===== src/rtl/seg7_pkg.sv =====
// Shared constants and types for the 7-segment read-back path.
// SEG7_DP_EN widens the compared pattern to include the decimal point.
package seg7_pkg;

`ifdef SEG7_DP_EN
   localparam int SEG7_PAT_W = 8;
`else
   localparam int SEG7_PAT_W = 7;
`endif

   // Active-high glyphs, bit order {a,b,c,d,e,f,g}
   localparam logic [6:0] SEG7_BLANK   = 7'b0000000;
   localparam logic [6:0] SEG7_GLYPH_0 = 7'b1111110;
   localparam logic [6:0] SEG7_GLYPH_1 = 7'b0110000;
   localparam logic [6:0] SEG7_GLYPH_2 = 7'b1101101;
   localparam logic [6:0] SEG7_GLYPH_3 = 7'b1111001;
   localparam logic [6:0] SEG7_GLYPH_4 = 7'b0110011;
   localparam logic [6:0] SEG7_GLYPH_5 = 7'b1011011;
   localparam logic [6:0] SEG7_GLYPH_6 = 7'b1011111;
   localparam logic [6:0] SEG7_GLYPH_7 = 7'b1110000;
   localparam logic [6:0] SEG7_GLYPH_8 = 7'b1111111;
   localparam logic [6:0] SEG7_GLYPH_9 = 7'b1111011;
   localparam logic [6:0] SEG7_GLYPH_A = 7'b1110111;
   localparam logic [6:0] SEG7_GLYPH_B = 7'b0011111;
   localparam logic [6:0] SEG7_GLYPH_C = 7'b1001110;
   localparam logic [6:0] SEG7_GLYPH_D = 7'b0111101;
   localparam logic [6:0] SEG7_GLYPH_E = 7'b1001111;
   localparam logic [6:0] SEG7_GLYPH_F = 7'b1000111;

   typedef enum logic {
      TRACK = 1'b0,
      HOLD  = 1'b1
   } seg7_state_e;

endpackage


===== src/rtl/seg7_pattern_decode.sv =====
// Combinational inverse of the hex-to-7-segment table.
// Illegal patterns report err with code 0; the all-off pattern reports blank.
module seg7_pattern_decode
   import seg7_pkg::*;
(
   input  logic [6:0] pattern_i,
   output logic [3:0] code_o,
   output logic       err_o,
   output logic       blank_o
);

   always_comb begin
      code_o  = 4'h0;
      err_o   = 1'b0;
      blank_o = 1'b0;
      case (pattern_i)
         SEG7_GLYPH_0: code_o = 4'h0;
         SEG7_GLYPH_1: code_o = 4'h1;
         SEG7_GLYPH_2: code_o = 4'h2;
         SEG7_GLYPH_3: code_o = 4'h3;
         SEG7_GLYPH_4: code_o = 4'h4;
         SEG7_GLYPH_5: code_o = 4'h5;
         SEG7_GLYPH_6: code_o = 4'h6;
         SEG7_GLYPH_7: code_o = 4'h7;
         SEG7_GLYPH_8: code_o = 4'h8;
         SEG7_GLYPH_9: code_o = 4'h9;
         SEG7_GLYPH_A: code_o = 4'hA;
         SEG7_GLYPH_B: code_o = 4'hB;
         SEG7_GLYPH_C: code_o = 4'hC;
         SEG7_GLYPH_D: code_o = 4'hD;
         SEG7_GLYPH_E: code_o = 4'hE;
         SEG7_GLYPH_F: code_o = 4'hF;
         SEG7_BLANK:   blank_o = 1'b1;
         default:      err_o   = 1'b1;
      endcase
   end

endmodule


===== src/rtl/seg7_hex_reader.sv =====
// Reads a debounced 7-segment pattern back to a hex nibble on a valid/ready port.
// Optional decimal point tracking is enabled with SEG7_DP_EN.
module seg7_hex_reader #(
   parameter int STABLE_CYCLES = 4,
   parameter int ACTIVE_LOW    = 0
) (
   input  logic       i_clk,
   input  logic       i_rst_n,
   input  logic       i_a,
   input  logic       i_b,
   input  logic       i_c,
   input  logic       i_d,
   input  logic       i_e,
   input  logic       i_f,
   input  logic       i_g,
`ifdef SEG7_DP_EN
   input  logic       i_dp,
   output logic       o_dp,
`endif
   input  logic       i_ready,
   output logic [3:0] o_code,
   output logic       o_err,
   output logic       o_valid,
   output logic       o_overrun,
   output logic       o_dbg_state
);
   import seg7_pkg::*;

   localparam int         W       = SEG7_PAT_W;
   localparam logic [7:0] CNT_MAX = 8'(STABLE_CYCLES - 1);

   logic [W-1:0] pins, pat_in;
   logic [W-1:0] s1_q, s2_q, p_q, last_q, last_d;
   logic [7:0]   cnt_q, cnt_d;
   seg7_state_e  state_q, state_d;
   logic [3:0]   code_q, code_d, dec_code;
   logic         err_q, err_d, valid_q, valid_d, ovr_q, ovr_d;
   logic         dec_err, dec_blank, same, accept, report;

`ifdef SEG7_DP_EN
   logic dp_q, dp_d;
   assign pins = {i_a, i_b, i_c, i_d, i_e, i_f, i_g, i_dp};
   assign o_dp = dp_q;
`else
   assign pins = {i_a, i_b, i_c, i_d, i_e, i_f, i_g};
`endif

   assign pat_in = (ACTIVE_LOW != 0) ? ~pins : pins;
   assign same   = (s2_q == p_q);

   // Blank/glyph decisions look only at a..g, so a lone dp still counts as blank
   seg7_pattern_decode u_dec (
      .pattern_i (s2_q[W-1 -: 7]),
      .code_o    (dec_code),
      .err_o     (dec_err),
      .blank_o   (dec_blank)
   );

   always_comb begin
      cnt_d = 8'd0;
      if (same) cnt_d = (cnt_q == CNT_MAX) ? cnt_q : cnt_q + 8'd1;
   end

   always_comb begin
      state_d = state_q;
      accept  = 1'b0;
      case (state_q)
         TRACK: if (same && cnt_q == CNT_MAX) begin
            accept  = 1'b1;
            state_d = HOLD;
         end
         HOLD:    if (!same) state_d = TRACK;
         default: state_d = TRACK;
      endcase
   end

   // A stable pattern equal to the last accepted one (e.g. after a short glitch) is not re-reported
   assign report = accept && (s2_q != last_q) && !dec_blank;
   assign last_d = accept ? s2_q : last_q;

   // Handshake: a word transfers on any edge where o_valid && i_ready; new data may
   // replace un-taken data (flagged by o_overrun) and valid never drops without a transfer.
   always_comb begin
      valid_d = valid_q;
      code_d  = code_q;
      err_d   = err_q;
      ovr_d   = 1'b0;
`ifdef SEG7_DP_EN
      dp_d    = dp_q;
`endif
      if (report) begin
         valid_d = 1'b1;
         code_d  = dec_code;
         err_d   = dec_err;
         ovr_d   = valid_q && !i_ready;
`ifdef SEG7_DP_EN
         dp_d    = s2_q[0];
`endif
      end else if (valid_q && i_ready) begin
         valid_d = 1'b0;
      end
   end

   always_ff @(posedge i_clk) begin
      if (!i_rst_n) begin
         s1_q    <= '0;
         s2_q    <= '0;
         p_q     <= '0;
         last_q  <= '0;
         cnt_q   <= 8'd0;
         state_q <= TRACK;
         code_q  <= 4'h0;
         err_q   <= 1'b0;
         valid_q <= 1'b0;
         ovr_q   <= 1'b0;
`ifdef SEG7_DP_EN
         dp_q    <= 1'b0;
`endif
      end else begin
         s1_q    <= pat_in;
         s2_q    <= s1_q;
         p_q     <= s2_q;
         last_q  <= last_d;
         cnt_q   <= cnt_d;
         state_q <= state_d;
         code_q  <= code_d;
         err_q   <= err_d;
         valid_q <= valid_d;
         ovr_q   <= ovr_d;
`ifdef SEG7_DP_EN
         dp_q    <= dp_d;
`endif
      end
   end

   assign o_code      = code_q;
   assign o_err       = err_q;
   assign o_valid     = valid_q;
   assign o_overrun   = ovr_q;
   assign o_dbg_state = logic'(state_q);

endmodule


===== config.mk =====
export PLATFORM = sky130hd
export DESIGN_NAME = seg7_hex_reader
export DESIGN_NICKNAME = d
export VERILOG_FILES = /design/src/rtl/seg7_pkg.sv /design/src/rtl/seg7_pattern_decode.sv /design/src/rtl/seg7_hex_reader.sv
export SDC_FILE = /design/constraint.sdc
export NUM_CORES = 1
export LEC_CHECK = 0
export ABC_CLOCK_PERIOD_IN_PS = 4200
export CAP_MARGIN = 20
export CORE_MARGIN = 1.5
export CORE_UTILIZATION = 30
export CTS_CLUSTER_SIZE = 20
export DETAILED_ROUTE_END_ITERATION = 10
export PLACE_DENSITY = 0.5
export SYNTH_ARGS = -nofsm -noshare
export SYNTH_HDL_FRONTEND = slang
export SYNTH_SLANG_ARGS = --single-unit

===== constraint.sdc =====
create_clock -name i_clk -period 4.2 [get_ports i_clk]
set_clock_uncertainty 0.05 [all_clocks]
set_input_delay 0.42 -clock i_clk [delete_from_list [all_inputs] [get_ports i_clk]]
set_output_delay 0.42 -clock i_clk [all_outputs]
set_load 0.01 [all_outputs]

# Word level (Yosys, flattened, before mapping)
# Cells that the tools add are included.
# Widths: inputs -> output; s select.
# op_classes
n_bitwise	1
n_eq_ne	19
addsub	1
reduce_logical	12
muxes	9
# op_table
operator	n
$eq 7x7->1 const B	12
$pmux 4 s15	1
$eq 7x6->1 const B	3
$reduce_or 17->1	1
$add 8x1->8 const B	1
$eq 8x2->1 const B	1
$eq 7x5->1 const B	1
$eq 7x7->1	1
$logic_not 7->1	1
$mux 1	7
$ne 7x7->1	1
$logic_and 1x1->1	5
$reduce_and 2->1	2
$logic_not 1->1	2
$pmux 1 s2	1
$reduce_bool 2->1	1
$not 1->1	1
# totals
word_cells	52
output_inout_bits	8
ff_bits	44
in_bits	10

# Depth between registers and ports, before layout
# depth
ltp_word	7
ltp_mapped	8

# Modules after synthesis
# A second synthesis with hierarchy kept.
# unflattened
hier_cells	213
hier_area_um2	2109.5
# by_module_without_submodules
mod	area_each_um2	cells_each	n_inst
seg7_hex_reader	1682.9	154	1
seg7_pattern_decode	426.7	59	1

# Worst setup path before layout
# No wires, ideal clock.
# synth_timing
path_kind	reg-to-reg
from	register cnt_q[0]
to	register code_q[1], in the netlist o_code[1]
setup_slack_ns	2.172
arrival_ns	1.855
synth_period_minus_slack_ns	2.028
t_required_ns	4.027
n_path_buf	0
stages_incl_launch_ff	7
setup_ns	0.123
cell_sequence	dfxtp_1 > ha_1 > or4b_4 > nor3_4 > nand4_4 > nor4_1 > nor3_1
# synth_between
elab_chain_len	6
# synth_rtl
element	line_no	rtl
from (decl)	seg7_hex_reader.sv:34	logic [7:0] cnt_q, cnt_d;
from (signal assigned)	seg7_hex_reader.sv:124	cnt_q <= cnt_d;
$eq 8x2->1	seg7_hex_reader.sv:68	TRACK: if (same && cnt_q == CNT_MAX) begin
$logic_and 1x1->1	seg7_hex_reader.sv:68	
$mux 1	seg7_hex_reader.sv:68	
$mux 1	seg7_hex_reader.sv:67	case (state_q)
$logic_and 1x1->1 (2 in a row)	seg7_hex_reader.sv:78	assign report = accept && (s2_q != last_q) && !dec_blank;
to (signal assigned)	seg7_hex_reader.sv:126	code_q <= code_d;
to (decl)	seg7_hex_reader.sv:36	logic [3:0] code_q, code_d, dec_code;
# Every way passes these cells.
# A chain may end at the register's enable or synchronous reset.

# Final worst setup path
# layout_timing
from	register s2_q[2]
to	register cnt_q[7]
# layout_between
elab_chain_len	2
# layout_rtl
element	line_no	rtl
from (decl)	seg7_hex_reader.sv:33	logic [W-1:0] s1_q, s2_q, p_q, last_q, last_d;
from (signal assigned)	seg7_hex_reader.sv:121	s2_q <= s1_q;
$eq 7x7->1	seg7_hex_reader.sv:49	assign same = (s2_q == p_q);
$reduce_and 2->1 (no line)	--	
# Every way passes these cells.

==> flow_summary.ini <==
[synthesis]
syn_inst = 219
ys_seq_elements = 44
ys_warn_count = 0
synth_top_cell_area_share_pct = 44.0
syn_area_per_cell_um2 = 9.15
synthesis.area_um2 = 2000
yosysTopAreaCell = dfxtp_1
ys_top_cells_by_area = dfxtp_1 (44%), and2_1 (7.2%), xor2_1 (6.1%)
synthArstFlopShare_pct = 0
syn_nets = 230
ys.flop_type = dfxtp_1
ys_types = 46
synth_edf_count = 0
ys_seq_area_share_pct = 44.0

[critical_path]
worstPathRequired_ns = 4.39
r2r_start = s2_q[2]
critPathMaxFanout = 21
endpoint_kind = register
arrival_ns = 2.50
worstRegToRegCells = 6
cp.depth = 6
r2r-end = cnt_q[7]
cp_slowest_stage_delay_ns = 0.79
worstSetupStartpoint = s2_q[2]
cp-start-kind = register
cp_slowest_cell = dfxtp_1
critical-path-top-delay-family = simple AND/OR/NAND/NOR gates
rrSetupSlack_ns = 1.89
crit_path_end = cnt_q[7]
worstSetupPathType = register to register
cp_num_buf_inv = 0
crit_chain = xnor2_1 -> nand4_1 -> nor4_4 -> nand2_1 -> or2_2 -> nor2_1

[finish]
final_net_count = 238
drive_gt1_share_pct = 7.02
final_util_pct = 36.0
antenna_cells = 0
fillers = 656
area_growth_pct = 14.9

[sta]
max_freq_mhz = 432
worst_slew_pin_slew_ns = 0.709
finalSetupViolations = 0
max_slew_margin_pct = 52.7
tns_ns = 0
period_minus_slack_ns = 2.31
drv_slew = 0
rsz0062_at_grt = no
whs_ns = 0.387
timing.final.ws_setup_ns = 1.89
hold_viol = 0
finalCritPeriodShare_pct = 55.1

[clock_tree]
cts_hold_buf = 0
numCtsBuffers = 5
clkSinkCount = 44
h-tree-depth = 2
post_cts_resized = 0
clock_latency_ns = 0.30
cts_tree = built
cts_root_buf = clkbuf_8
clkTransAtPathRegs_ns = 0.09
clock_path_buffers = 2
post_cts_buffers = 0

[global_routing]
grt_use_total_pct = 11.6
grt_pass1_vias = 1333
grt_util_met2_pct = 16.3
top_usage_layer = met1
overflow = 0
grt_first_pass_wirelength_um = 6600
grt_max_degree = 25
antenna_found_initial = 0
globalRouteMet1Util_pct = 16.7
met3_usage_pct = 3.24

[floorplan]
die_y_um = 84.7
core_area_um2 = 6390
rows = 29
io-pin-count = 18
die_w_um = 84.7
initial_core_util_pct = 31.4
fp.dieArea_um2 = 7180

[power_and_ir_drop]
power_density_nw_per_um2 = 336
ir_drop_mv = 0.160
p_leak_nw = 0.910
total_power_mw = 0.773

[place]
gp_congestion = 0.693
dp_hpwl_um = 2510
io_buffers = 17
dp_slack_ns = 1.89

[drt]
first_iter_violations = 141
drc = 0
wirelength_um = 3750
antenna_left = 0
vias_per_cell = 4.66
route.vias.total = 1422
wl_per_cell_um = 12.3
dr.pass1.iters = 4

[job]
drv_cap = 0

[worst_hold_path]
worst_hold_path_type = register to register

[run_status]
outcome = complete, no violations
[how the worst min path moves through the flow]
stage	startpoint	endpoint	slack [ns]	cells past startpoint
after floorplan	s1_q[0]	s2_q[0]	0.36	1
after global placement	s1_q[1]	s2_q[1]	0.37	1
after detailed placement	s1_q[0]	s2_q[0]	0.37	1
after CTS	s1_q[0]	s2_q[0]	0.39	1
after global routing	s1_q[0]	s2_q[0]	0.41	1
final	s1_q[0]	s2_q[0]	0.39	1
[cells by family (layout without fill, tap and decap cells)]
logic type | after synthesis | after routing | synth area share (%)
flip-flops | 44 | 44 | 44.0
AND/OR/NAND/NOR | 104 | 104 | 30.0
AO/OA/AOI/OAI | 20 | 20 | 6.75
multiplexers | 11 | 11 | 5.50
adder cells (fa/ha/maj) | 1 | 1 | 0.625
buffers and inverters | 17 | 26 | 3.50
XOR/XNOR | 22 | 22 | 9.62
[through the flow]
stage	cells	cell area (um2)
2_1_floorplan	219	2000
3_3_place_gp	297	2200
3_5_place_dp	297	2200
4_1_cts	305	2300
5_1_grt	305	2300
6_report	305	2300
[flip-flops by register name, summed over array words and instances (netlist names)]
register	flops
o_dbg_state	1
p_q	7
s1_q	7
s2_q	7
last_q	7
o_valid	1
o_overrun	1
o_code	4
o_err	1
cnt_q	8
[worst register-to-register path, stage by stage (launching register included)]
cell	delay (ns)
dfxtp_1	0.79
xnor2_1	0.19
nand4_1	0.16
nor4_4	0.31
nand2_1	0.25
or2_2	0.40
nor2_1	0.11
[final cells by class]
| class | instances | area [um2] | area share, % |
|---|---|---|---|
| Clock buffer | 6 | 82.6 | 3.59 |
| Clock inverter | 2 | 15.0 | 0.653 |
| Inverter | 1 | 3.75 | 0.163 |
| Multi-Input combinational cell | 158 | 1050 | 45.7 |
| Sequential cell | 44 | 881 | 38.3 |
| Tap cell | 77 | 96.3 | 4.19 |
| Timing Repair Buffer | 17 | 170 | 7.40 |
[cell usage after synthesis (all sizes together), types with 2 or more instances]
cell	n
a21oi	5
a31oi	2
and2	23
and3	2
buf	6
clkbuf	10
dfxtp	44
mux2i	11
nand2	13
nand2b	3
nand3	8
nand4	5
nor2	27
nor3	4
nor4	7
o21ai	3
or2	2
or4b	2
xnor2	8
xor2	14
[cell usage in the layout (no fill, tap or decap), types with 2 or more instances in the layout]
cell             count
a21oi_1              5
o21ai_0              3
nor3_1               3
clkinvlp_4           2
clkdlybuf4s50_1     17
nor2_1              27
mux2i_1             11
xor2_1              14
a31oi_1              2
nand3_1              8
and2_1              23
dfxtp_1             44
xnor2_1              8
and3_1               2
or2_2                2
nand2b_1             3
nand4_1              4
nand2_1             12
clkbuf_8             6
nor4_1               6
[report_power, final]
part	leakage (nW)	total, mW	internal [mW]	switching, mW
logic	0.509	0.0521	0.0265	0.0256
registers	0.358	0.442	0.426	0.0164
clock network	0.0434	0.279	0.133	0.146
[layer usage]
metal  up-vias  share of wire [%]
met1       627                 52
li1        764                  -
met2        24                 42
met5         -                  0
met3         7                4.2
met4         0                1.6
(Power assumes the default switching activity.)
